$ cat src/rtl/reorder_buffer_if.sv
// Reorder buffer bus: issue, CDB writeback, dependency lookup and commit/flush.
// master drives issue/writeback/lookup ids; slave is the reorder buffer.
interface reorder_buffer_if #(
  parameter int ROB_WIDTH = 3,
  parameter int REG_WIDTH = 5
);
  logic                 issue_valid;
  logic [REG_WIDTH-1:0] issue_dest;
  logic                 issue_is_branch;
  logic                 issue_pred_taken;
  logic [31:0]          issue_alt_pc;
  logic [ROB_WIDTH-1:0] issue_rob_id;
  logic                 full;

  logic                 wb_valid;
  logic [ROB_WIDTH-1:0] wb_rob_id;
  logic [31:0]          wb_data;
  logic                 wb_taken;

  logic [ROB_WIDTH-1:0] rob_id_j;
  logic [ROB_WIDTH-1:0] rob_id_k;
  logic                 ready_j;
  logic [31:0]          data_j;
  logic                 ready_k;
  logic [31:0]          data_k;

  logic [REG_WIDTH-1:0] commit_reg_id;
  logic [31:0]          commit_data;
  logic [ROB_WIDTH-1:0] commit_rob_id;
  logic                 flush;
  logic [31:0]          flush_pc;

  modport master (
    output issue_valid, issue_dest, issue_is_branch,
    output issue_pred_taken, issue_alt_pc,
    output wb_valid, wb_rob_id, wb_data, wb_taken,
    output rob_id_j, rob_id_k,
    input  issue_rob_id, full,
    input  ready_j, data_j, ready_k, data_k,
    input  commit_reg_id, commit_data, commit_rob_id,
    input  flush, flush_pc
  );

  modport slave (
    input  issue_valid, issue_dest, issue_is_branch,
    input  issue_pred_taken, issue_alt_pc,
    input  wb_valid, wb_rob_id, wb_data, wb_taken,
    input  rob_id_j, rob_id_k,
    output issue_rob_id, full,
    output ready_j, data_j, ready_k, data_k,
    output commit_reg_id, commit_data, commit_rob_id,
    output flush, flush_pc
  );
endinterface

$ cat src/rtl/reorder_buffer.sv
// Reorder buffer: circular in-order retirement queue feeding the register file.
// Collects CDB results, serves two lookups, flushes on mispredicted branches.
module reorder_buffer #(
  parameter int ROB_WIDTH = 3,
  parameter int REG_WIDTH = 5
) (
  input logic             clk_in,
  input logic             rst_in,
  input logic             rdy_in,
  reorder_buffer_if.slave rob
);
  localparam int ROB_SIZE = 1 << ROB_WIDTH;
  localparam logic [ROB_WIDTH:0] FULL_CNT = (ROB_WIDTH+1)'(ROB_SIZE);

  logic [ROB_SIZE-1:0]  busy;
  logic [ROB_SIZE-1:0]  done;
  logic [ROB_SIZE-1:0]  is_br;
  logic [ROB_SIZE-1:0]  pred;
  logic [ROB_SIZE-1:0]  tkn;
  logic [REG_WIDTH-1:0] dest   [ROB_SIZE];
  logic [31:0]          data   [ROB_SIZE];
  logic [31:0]          alt_pc [ROB_SIZE];

  logic [ROB_WIDTH-1:0] head;
  logic [ROB_WIDTH-1:0] tail;
  logic [ROB_WIDTH:0]   count;

  logic full_w;
  logic issue_ok;
  logic wb_ok;
  logic retire;
  logic mispred;

  assign full_w           = count == FULL_CNT;
  assign rob.full         = full_w;
  assign rob.issue_rob_id = tail;

  assign issue_ok = rdy_in && rob.issue_valid && !full_w && !rob.flush;
  assign wb_ok    = rdy_in && rob.wb_valid && !rob.flush
                 && busy[rob.wb_rob_id];
  assign retire   = rdy_in && !rob.flush && busy[head] && done[head];
  assign mispred  = retire && is_br[head] && (tkn[head] != pred[head]);

  // Same-cycle CDB result wins over the stored value.
  always_comb begin
    rob.ready_j = done[rob.rob_id_j];
    rob.data_j  = data[rob.rob_id_j];
    rob.ready_k = done[rob.rob_id_k];
    rob.data_k  = data[rob.rob_id_k];
    if (rob.wb_valid && rob.wb_rob_id == rob.rob_id_j) begin
      rob.ready_j = 1'b1;
      rob.data_j  = rob.wb_data;
    end
    if (rob.wb_valid && rob.wb_rob_id == rob.rob_id_k) begin
      rob.ready_k = 1'b1;
      rob.data_k  = rob.wb_data;
    end
  end

  always_ff @(posedge clk_in or posedge rst_in) begin
    if (rst_in) begin
      head  <= '0;
      tail  <= '0;
      count <= '0;
      busy  <= '0;
      done  <= '0;
      is_br <= '0;
      pred  <= '0;
      tkn   <= '0;
      for (int i = 0; i < ROB_SIZE; i++) begin
        dest[i]   <= '0;
        data[i]   <= '0;
        alt_pc[i] <= '0;
      end
      rob.commit_reg_id <= '0;
      rob.commit_data   <= '0;
      rob.commit_rob_id <= '0;
      rob.flush         <= 1'b0;
      rob.flush_pc      <= '0;
    end else if (rdy_in) begin
      if (issue_ok) begin
        busy[tail]   <= 1'b1;
        done[tail]   <= 1'b0;
        dest[tail]   <= rob.issue_dest;
        is_br[tail]  <= rob.issue_is_branch;
        pred[tail]   <= rob.issue_pred_taken;
        alt_pc[tail] <= rob.issue_alt_pc;
        tail         <= tail + 1'b1;
      end
      if (wb_ok) begin
        done[rob.wb_rob_id] <= 1'b1;
        data[rob.wb_rob_id] <= rob.wb_data;
        tkn[rob.wb_rob_id]  <= rob.wb_taken;
      end
      if (retire) begin
        busy[head]        <= 1'b0;
        head              <= head + 1'b1;
        rob.commit_reg_id <= dest[head];
        rob.commit_data   <= data[head];
        rob.commit_rob_id <= head;
      end else begin
        rob.commit_reg_id <= '0;
      end
      unique case ({issue_ok, retire})
        2'b10:   count <= count + 1'b1;
        2'b01:   count <= count - 1'b1;
        default: count <= count;
      endcase
      rob.flush <= mispred;
      // A mispredict squashes everything younger, including this cycle's issue.
      if (mispred) begin
        rob.flush_pc      <= alt_pc[head];
        head              <= '0;
        tail              <= '0;
        count             <= '0;
        busy              <= '0;
        rob.commit_reg_id <= '0;
        rob.commit_data   <= '0;
        rob.commit_rob_id <= '0;
      end
    end
  end
endmodule

$ cat src/flat_wrapper.sv
// flat-port wrapper written by rule: the top's interface ports become plain ports
module reorder_buffer_flat 
#(
  parameter int ROB_WIDTH = 3,
  parameter int REG_WIDTH = 5
)
  (clk_in, rst_in, rdy_in, rob_issue_valid, rob_issue_dest, rob_issue_is_branch, rob_issue_pred_taken, rob_issue_alt_pc, rob_wb_valid, rob_wb_rob_id, rob_wb_data, rob_wb_taken, rob_rob_id_j, rob_rob_id_k, rob_issue_rob_id, rob_full, rob_ready_j, rob_data_j, rob_ready_k, rob_data_k, rob_commit_reg_id, rob_commit_data, rob_commit_rob_id, rob_flush, rob_flush_pc);
  reorder_buffer_if #(.ROB_WIDTH(ROB_WIDTH), .REG_WIDTH(REG_WIDTH)) rob_i ();
  input logic clk_in;
  input logic rst_in;
  input logic rdy_in;
  input wire logic [$bits(rob_i.issue_valid)-1:0] rob_issue_valid;
  input wire logic [$bits(rob_i.issue_dest)-1:0] rob_issue_dest;
  input wire logic [$bits(rob_i.issue_is_branch)-1:0] rob_issue_is_branch;
  input wire logic [$bits(rob_i.issue_pred_taken)-1:0] rob_issue_pred_taken;
  input wire logic [$bits(rob_i.issue_alt_pc)-1:0] rob_issue_alt_pc;
  input wire logic [$bits(rob_i.wb_valid)-1:0] rob_wb_valid;
  input wire logic [$bits(rob_i.wb_rob_id)-1:0] rob_wb_rob_id;
  input wire logic [$bits(rob_i.wb_data)-1:0] rob_wb_data;
  input wire logic [$bits(rob_i.wb_taken)-1:0] rob_wb_taken;
  input wire logic [$bits(rob_i.rob_id_j)-1:0] rob_rob_id_j;
  input wire logic [$bits(rob_i.rob_id_k)-1:0] rob_rob_id_k;
  output wire logic [$bits(rob_i.issue_rob_id)-1:0] rob_issue_rob_id;
  output wire logic [$bits(rob_i.full)-1:0] rob_full;
  output wire logic [$bits(rob_i.ready_j)-1:0] rob_ready_j;
  output wire logic [$bits(rob_i.data_j)-1:0] rob_data_j;
  output wire logic [$bits(rob_i.ready_k)-1:0] rob_ready_k;
  output wire logic [$bits(rob_i.data_k)-1:0] rob_data_k;
  output wire logic [$bits(rob_i.commit_reg_id)-1:0] rob_commit_reg_id;
  output wire logic [$bits(rob_i.commit_data)-1:0] rob_commit_data;
  output wire logic [$bits(rob_i.commit_rob_id)-1:0] rob_commit_rob_id;
  output wire logic [$bits(rob_i.flush)-1:0] rob_flush;
  output wire logic [$bits(rob_i.flush_pc)-1:0] rob_flush_pc;
  assign rob_i.issue_valid = rob_issue_valid;
  assign rob_i.issue_dest = rob_issue_dest;
  assign rob_i.issue_is_branch = rob_issue_is_branch;
  assign rob_i.issue_pred_taken = rob_issue_pred_taken;
  assign rob_i.issue_alt_pc = rob_issue_alt_pc;
  assign rob_i.wb_valid = rob_wb_valid;
  assign rob_i.wb_rob_id = rob_wb_rob_id;
  assign rob_i.wb_data = rob_wb_data;
  assign rob_i.wb_taken = rob_wb_taken;
  assign rob_i.rob_id_j = rob_rob_id_j;
  assign rob_i.rob_id_k = rob_rob_id_k;
  assign rob_issue_rob_id = rob_i.issue_rob_id;
  assign rob_full = rob_i.full;
  assign rob_ready_j = rob_i.ready_j;
  assign rob_data_j = rob_i.data_j;
  assign rob_ready_k = rob_i.ready_k;
  assign rob_data_k = rob_i.data_k;
  assign rob_commit_reg_id = rob_i.commit_reg_id;
  assign rob_commit_data = rob_i.commit_data;
  assign rob_commit_rob_id = rob_i.commit_rob_id;
  assign rob_flush = rob_i.flush;
  assign rob_flush_pc = rob_i.flush_pc;
  reorder_buffer #(.ROB_WIDTH(ROB_WIDTH), .REG_WIDTH(REG_WIDTH)) u_core (.clk_in(clk_in), .rst_in(rst_in), .rdy_in(rdy_in), .rob(rob_i));
endmodule
$ cat config.mk
export PLATFORM = sky130hd
export DESIGN_NAME = reorder_buffer_flat
export DESIGN_NICKNAME = d
export VERILOG_FILES = /design/src/rtl/reorder_buffer_if.sv /design/src/rtl/reorder_buffer.sv /design/src/flat_wrapper.sv
export SDC_FILE = /design/constraint.sdc
export NUM_CORES = 1
export LEC_CHECK = 0
export BUFFER_PORTS_ARGS = -buffer_cell sky130_fd_sc_hd__buf_2
export CAP_MARGIN = 25
export CORE_MARGIN = 2
export CORE_UTILIZATION = 45
export CTS_CLUSTER_SIZE = 12
export DETAILED_ROUTE_END_ITERATION = 6
export GPL_TIMING_DRIVEN = 0
export PLACE_DENSITY = 0.66
export SYNTH_ARGS = -nofsm -noshare
export SYNTH_HDL_FRONTEND = slang
export SYNTH_SLANG_ARGS = --single-unit
$ cat constraint.sdc
create_clock -name clk_in -period 24.5 [get_ports clk_in]
set_clock_uncertainty 0.15 [all_clocks]
set_input_delay 6.125 -clock clk_in [delete_from_list [all_inputs] [get_ports clk_in]]
set_output_delay 6.125 -clock clk_in [all_outputs]
set_load 0.005 [all_outputs]
==> results of run 1 <==
## worst max-delay path, stage by stage
cell,delay [ps]
clkbuf_1,280
buf_2,450
xnor2_1,110
nand4_1,350
clkbuf_1,770
clkbuf_1,740
a21oi_1,360
buf_2,230
## path summary, 6_finish.rpt
path                                                        start                                endpoint  slack [ps]  cells after the start
max                                               rob_rob_id_j[0]                           rob_data_j[0]        8790                      8
min                        u_core.rob.commit_data[14]$_DFFE_PP0P_  u_core.rob.commit_data[14]$_DFFE_PP0P_         330                      2
max reg2reg                            u_core.head[0]$_DFFE_PP0P_             u_core.count[3]$_DFFE_PP0P_       19630                     17
min reg2reg                u_core.rob.commit_data[14]$_DFFE_PP0P_  u_core.rob.commit_data[14]$_DFFE_PP0P_         330                      2
max in group asynchronous                                  rst_in            u_core.data[203]$_DFFE_PP0P_       16820                      8
min in group asynchronous                                  rst_in          u_core.alt_pc[151]$_DFFE_PP0P_        5440                      2
## sequential cells by signal, summed over array words and instances (netlist names)
name and count:
u_core.dest 40, u_core.count 4, u_core.data 256, u_core.rob.flush_pc 32
u_core.busy 8, u_core.done 8, u_core.tkn 8, u_core.alt_pc 256
u_core.head 3, u_core.rob.issue_rob_id 3, u_core.rob.flush 1, u_core.rob.commit_reg_id 5
u_core.is_br 8, u_core.rob.commit_rob_id 3, u_core.pred 8, u_core.rob.commit_data 32
## area by class of cell
class,instances,area (sq um)
buffer,229,1010
clock buffer,112,2220
fill,6227,35200
multi-input combinational,1578,15600
antenna,11,27.5
inverter,14,56.3
tap,969,1210
timing repair buffer,233,1700
sequential,675,16900
clock inverter,18,249
## Yosys cell counts, types with 5 or more instances
cell type | count | area share (%)
a211oi_1 | 6 | 0.13
a21oi_1 | 80 | 1.2
a221oi_1 | 20 | 0.52
a22o_1 | 23 | 0.60
a22oi_1 | 95 | 2.1
a32o_1 | 9 | 0.27
buf_1 | 47 | 0.53
buf_2 | 91 | 1.4
buf_4 | 8 | 0.18
clkbuf_1 | 81 | 0.91
dfrtp_1 | 675 | 50
ha_1 | 6 | 0.22
inv_1 | 13 | 0.15
mux2_2 | 636 | 21
mux2i_1 | 92 | 2.7
mux4_2 | 145 | 9.7
nand2_1 | 83 | 0.93
nand2b_1 | 6 | 0.11
nand3_1 | 22 | 0.33
nand4_1 | 18 | 0.34
nor2_1 | 110 | 1.2
nor2b_1 | 9 | 0.17
o211ai_1 | 5 | 0.11
o21ai_0 | 43 | 0.64
o221ai_1 | 22 | 0.57
o22a_1 | 9 | 0.23
o22ai_1 | 66 | 1.2
o31ai_1 | 13 | 0.29
o41ai_1 | 10 | 0.26
xnor2_1 | 10 | 0.26
## per-stage QoR
stage / area, sq um / cells
2_1_floorplan: 33600 / 2496
3_3_place_gp: 35800 / 3654
3_5_place_dp: 36400 / 3690
4_1_cts: 38900 / 3820
5_1_grt: 39000 / 3831
6_report: 39000 / 3839
## report_power, final
group	switching, mW	internal [mW]
Clock	0.479	0.660
Combinational	0.981	0.905
Sequential	0.357	1.60
Total	1.82	3.16
## metal layers
| layer | up-vias | GRT usage [%] |
|---|---|---|
| li1 | 10100 | - |
| met3 | 392 | 7.56 |
| met2 | 1511 | 48.5 |
| met5 | - | 0 |
| met4 | 12 | 17.6 |
| met1 | 13100 | 39.5 |
## cell families after synthesis
logic type,after synthesis
compound gates,411
mux,877
buf+inv,243
fa+ha+maj,6
flops,675
xor+xnor,13
simple gates,271
==> results.json, run 1 <==
{
  "clk_pin_slew_worst_paths_ps": 60,
  "drive_gt1_share_pct": 43.3,
  "finalPower_mw": 4.98,
  "die_y_microns": 277,
  "synth_top_family_by_area": "multiplexers",
  "synth_nets": 2588,
  "grt_overflow": 0,
  "num_rows": 100,
  "grt_max_degree": 45,
  "num_vias": 25100,
  "dieArea_sq_um": 76900,
  "synth_compound_area_share_pct": 8.43,
  "cp_max_fo": 10,
  "met3_length_microns": 11100,
  "syn_inst": 2496,
  "min_period_ps": 15710,
  "wl_met2_microns": 55400,
  "fmax_ghz": 0.0636,
  "violations": "DRC",
  "critPathArrivalTime_ps": 9440,
  "wl_per_cell_microns": 31.2,
  "final_common_cell": "dfrtp_1",
  "synth_edf_count": 0,
  "maxCapViolations": 0,
  "dr.pass1.iters": 7,
  "gp_congestion": 0.941,
  "setup_viol": 0,
  "max-vdd-ir-drop_mv": 0.0668,
  "drtAntennaViolNets": 0,
  "rsz0062_at_grt": "no",
  "utilization_pct": 52.6,
  "yosysWarnings": 0,
  "nNetsFinal": 2898,
  "met1_length_microns": 45900,
  "fin_tns_setup_ps": 0,
  "io_pins": 229,
  "start_util_pct": 45.3,
  "crit_path_end_kind": "primary output",
  "portBuffers": 189,
  "coreArea_sq_um": 74200,
  "drt_iter0_markers": 2962,
  "clock_path_buffers": 3,
  "top_layer_used": "met5",
  "dpl.hpwl_microns": 81900,
  "synth-seq-cells": 675,
  "root_buffer": "clkbuf_16",
  "clkLatencyLatePin_ps": 640,
  "grt_pass1_wl_microns": 175000,
  "grt_usage_pct": 31.0,
  "hp-class": "reg -> reg",
  "synth_fa_ha_area_share_pct": 0.223,
  "post-route-drc-count": 7,
  "postCtsSetupBuffers": 0,
  "ys_seq_area_share_pct": 50.3,
  "mappedNetlistArea_sq_um": 33600,
  "syn_to_final_growth_pct": 16.1,
  "synth-simple-area-share_pct": 3.64,
  "maxSlewHeadroom_pct": 17.6,
  "tightest_slew_ps": 1240,
  "cts.htree.levels": 3,
  "required_ps": 18230,
  "routed_wl_microns": 120000,
  "synth_xor_area_share_pct": 0.339,
  "synthMuxAreaShare_pct": 33.9,
  "path_class": "in -> out",
  "antenna_found_initial": 13,
  "cts_tree": "yes",
  "clock_sinks": 675,
  "leakage_nw": 17.5,
  "synth.avg_cell_area_sq_um": 13.5,
  "synth-async-reset-ratio_pct": 100,
  "power.density_nw_per_um2": 128,
  "drv_slew": 0,
  "vias_per_cell": 6.53,
  "outcome": "finished with violations",
  "grt_pass1_vias": 25700,
  "cts_resized": 0,
  "ys.flop_type": "dfrtp_1",
  "cts_hold_buf": 0,
  "layout_setup_ws_ps": 8790,
  "hold_violations": 0,
  "die_w_microns": 277,
  "cts_buffers": 75,
  "pre_cts_ws_ps": 9020,
  "final_cell_mix": "dfrtp_1, mux2_2, buf_2",
  "timing.hold.ws_ps": 330,
  "synth_cell_types": 55,
  "period_share_pct": 64.1,
  "startpoint_type": "primary input"
}
No activity file was read; power rests on OpenSTA's default activity.
==> inputs of run 2 (changes only) <==
--- a/config.mk
+++ b/config.mk
@@ -5,6 +5,7 @@
 export SDC_FILE = /design/constraint.sdc
 export NUM_CORES = 1
 export LEC_CHECK = 0
+export ABC_AREA = 1
 export BUFFER_PORTS_ARGS = -buffer_cell sky130_fd_sc_hd__buf_2
 export CAP_MARGIN = 25
 export CORE_MARGIN = 2
@@ -12,7 +13,7 @@
 export CTS_CLUSTER_SIZE = 12
 export DETAILED_ROUTE_END_ITERATION = 6
 export GPL_TIMING_DRIVEN = 0
-export PLACE_DENSITY = 0.66
+export PLACE_DENSITY = 0.63
 export SYNTH_ARGS = -nofsm -noshare
 export SYNTH_HDL_FRONTEND = slang
 export SYNTH_SLANG_ARGS = --single-unit
==> constraint.sdc (replaced) <==
create_clock -name clk_in -period 14.9 [get_ports clk_in]
set_clock_uncertainty 0.15 [all_clocks]
set_input_delay 3.725 -clock clk_in [delete_from_list [all_inputs] [get_ports clk_in]]
set_output_delay 3.725 -clock clk_in [all_outputs]
set_load 0.005 [all_outputs]
==> run 2 against run 1 <==
  * The run now ends clean
  * Cell count increased by 56%
  * Sequential share of layout area decreased by 2.1 points
  * Sequential power increased by 63%
  * Largest power group is now combinational logic
  * Design area increased by 5.2%
  * Clock-buffer cell count decreased by 7
  * Worst hold slack got worse by 9.0 ps
  * Clock power increased by 74%
==> results.json, run 2 <==
{
  "syn_to_final_growth_pct": 17.2,
  "min_period_ps": 10930,
  "synthMostInstantiatedCell": "nand2_1",
  "die_w_microns": 283,
  "fill_cells": 7591,
  "path_class": "in -> out",
  "wl_per_cell_microns": 32.8,
  "pre_cts_ws_ps": 4300,
  "hold_violations": 0,
  "clk_pin_slew_worst_paths_ps": 60,
  "coreArea_sq_um": 77200,
  "ys_seq_area_share_pct": 48.3,
  "maxSlewHeadroom_pct": 12.5,
  "crit_path_end_kind": "primary output",
  "grt_pass1_vias": 35500,
  "grt_max_degree": 43,
  "num_vias": 38400,
  "yosysWarnings": 0,
  "yosys-top-cells-area": "dfrtp_1, nand2_1, o21ai_0",
  "cts.htree.levels": 3,
  "post-route-drc-count": 0,
  "outcome": "complete, no violations",
  "grt_usage_pct": 48.7,
  "period_share_pct": 73.3,
  "syn_inst": 4555,
  "cts_hold_buf": 0,
  "postCtsSetupBuffers": 0,
  "yosysTopAreaCellShare_pct": 48.3,
  "rsz0062_at_grt": "no",
  "drive_gt1_share_pct": 10.5,
  "cts_buffers": 76,
  "grt_pass1_wl_microns": 271000,
  "clock_path_buffers": 3,
  "antenna_found_initial": 10,
  "drtAntennaViolNets": 0,
  "die_y_microns": 283,
  "tightest_slew_ps": 1310,
  "num_rows": 102,
  "synth_common_cells": "nand2_1, o21ai_0, dfrtp_1",
  "grt_overflow": 0,
  "cts_tree": "yes",
  "hp-class": "reg -> reg",
  "vias_per_cell": 6.40,
  "ys.flop_type": "dfrtp_1",
  "dieArea_sq_um": 80000,
  "power.density_nw_per_um2": 206,
  "nNetsFinal": 4982,
  "synth.avg_cell_area_sq_um": 7.68,
  "io_pins": 229,
  "required_ps": 11020,
  "mappedNetlistArea_sq_um": 35000,
  "dr.pass1.iters": 6,
  "yosysTopAreaCell": "dfrtp_1",
  "reg_top3": "u_core.alt_pc: 256 flops, u_core.data: 256 flops, u_core.dest: 40 flops",
  "critPathArrivalTime_ps": 7050,
  "cp_max_fo": 10,
  "synth-seq-cells": 675,
  "portBuffers": 190,
  "setup_viol": 0,
  "gp_congestion": 1.07,
  "synth_edf_count": 0,
  "final_common_cell": "nand2_1",
  "synth_cell_types": 38,
  "leakage_nw": 19.7,
  "max-vdd-ir-drop_mv": 0.103,
  "startpoint_type": "primary input",
  "clkLatencyLatePin_ps": 680,
  "start_util_pct": 45.3,
  "synth-async-reset-ratio_pct": 100,
  "drv_slew": 0,
  "root_buffer": "clkbuf_16",
  "layout_setup_ws_ps": 3970,
  "final_cell_mix": "nand2_1, o21ai_0, dfrtp_1",
  "utilization_pct": 53.1,
  "fmax_ghz": 0.0915,
  "cts_resized": 0,
  "dpl.hpwl_microns": 141000,
  "synth_nets": 4647,
  "ff2ff_path_depth": 11,
  "min_path_cells": 2,
  "drt_iter0_markers": 5746,
  "maxCapViolations": 0,
  "routed_wl_microns": 196000,
  "clock_sinks": 675
}
==> run 2: cell types whose count changed after synthesis, moves of 195 or more <==
cell / before / now
nand2_1: 83 / 1256
o21ai_0: 43 / 687
mux2_2: 636 / 0
inv_1: 13 / 314
nand4_1: 18 / 286
clkbuf_1: 81 / 276
==> run 2: layer usage <==
| metal | vias up | GRT usage, % | wire, microns |
|---|---|---|---|
| met4 | 6 | 40.4 | 19100 |
| met3 | 875 | 15.8 | 24100 |
| met2 | 2878 | 70.6 | 82400 |
| li1 | 16100 | - | - |
| met1 | 18500 | 59.0 | 70800 |
| met5 | - | 0 | 42 |
==> run 2: cell families (layout without fill, tap and decap cells) <==
family                     after synthesis  in the layout  share of synthesized area [%]
AOI/OAI and AO/OA                     1180           1180                           18.5
xor gates and xnor gates                 8              8                          0.200
adders and majority gates                6              6                          0.214
buffers and inverters                  729           1121                           8.43
DFF                                    675            675                           48.3
other                                    0              9                              0
and+or+nand+nor                       1957           1957                           24.4
==> run 2: final cells by class <==
cell class / count / area (sq um) / area share, %
Timing Repair Buffer: 257 / 2130 / 5.20
Inverter: 330 / 1240 / 3.03
Clock inverter: 30 / 393 / 0.958
Tap cell: 1040 / 1300 / 3.17
Multi-Input combinational cell: 3151 / 15200 / 37.0
Buffer: 399 / 1720 / 4.18
Sequential cell: 675 / 16900 / 41.2
Antenna cell: 9 / 22.5 / 0.0549
Clock buffer: 105 / 2160 / 5.27
==> run 2: through the flow <==
stage	hold slack (ps)	TNS [ps]	total power, mW	instance area (sq um)	instances
floorplan	292	0	4.71	35000	4555
global placement	304	-1637670	6.10	37300	5785
CTS	323	0	8.23	40900	5978
global route	340	0	8.77	41000	5987
finish	321	0	8.44	41000	5996
detailed placement	309	0	6.26	38300	5843
==> run 2: critical path: stages <==
cell,delay (ps)
buf_2,190
clkinv_1,410
o22ai_1,300
a21oi_1,60
nand3_1,110
clkbuf_1,660
clkbuf_1,780
o21ai_0,520
buf_2,270
==> run 2: worst paths after layout <==
| path | start | endpoint | slack (ps) |
|---|---|---|---|
| worst max-delay path | rob_rob_id_j[1] | rob_data_j[7] | 3970 |
| worst min-delay path | u_core.rob.flush_pc[27]$_DFFE_PP0P_ | u_core.rob.flush_pc[27]$_DFFE_PP0P_ | 320 |
| worst min register to register | u_core.rob.flush_pc[27]$_DFFE_PP0P_ | u_core.rob.flush_pc[27]$_DFFE_PP0P_ | 320 |
| max in group asynchronous | rst_in | u_core.data[148]$_DFFE_PP0P_ | 9570 |
| min in group asynchronous | rst_in | u_core.rob.issue_rob_id[2]$_DFFE_PP0P_ | 3000 |
| worst max register to register | u_core.head[1]$_DFFE_PP0P_ | u_core.rob.commit_data[9]$_DFFE_PP0P_ | 10830 |
==> run 2: report_power, final <==
part           internal, mW  total [mW]  switching [mW]
registers              2.57        3.17           0.598
clock network          1.11        1.98           0.866
logic                  1.01        3.29            2.27
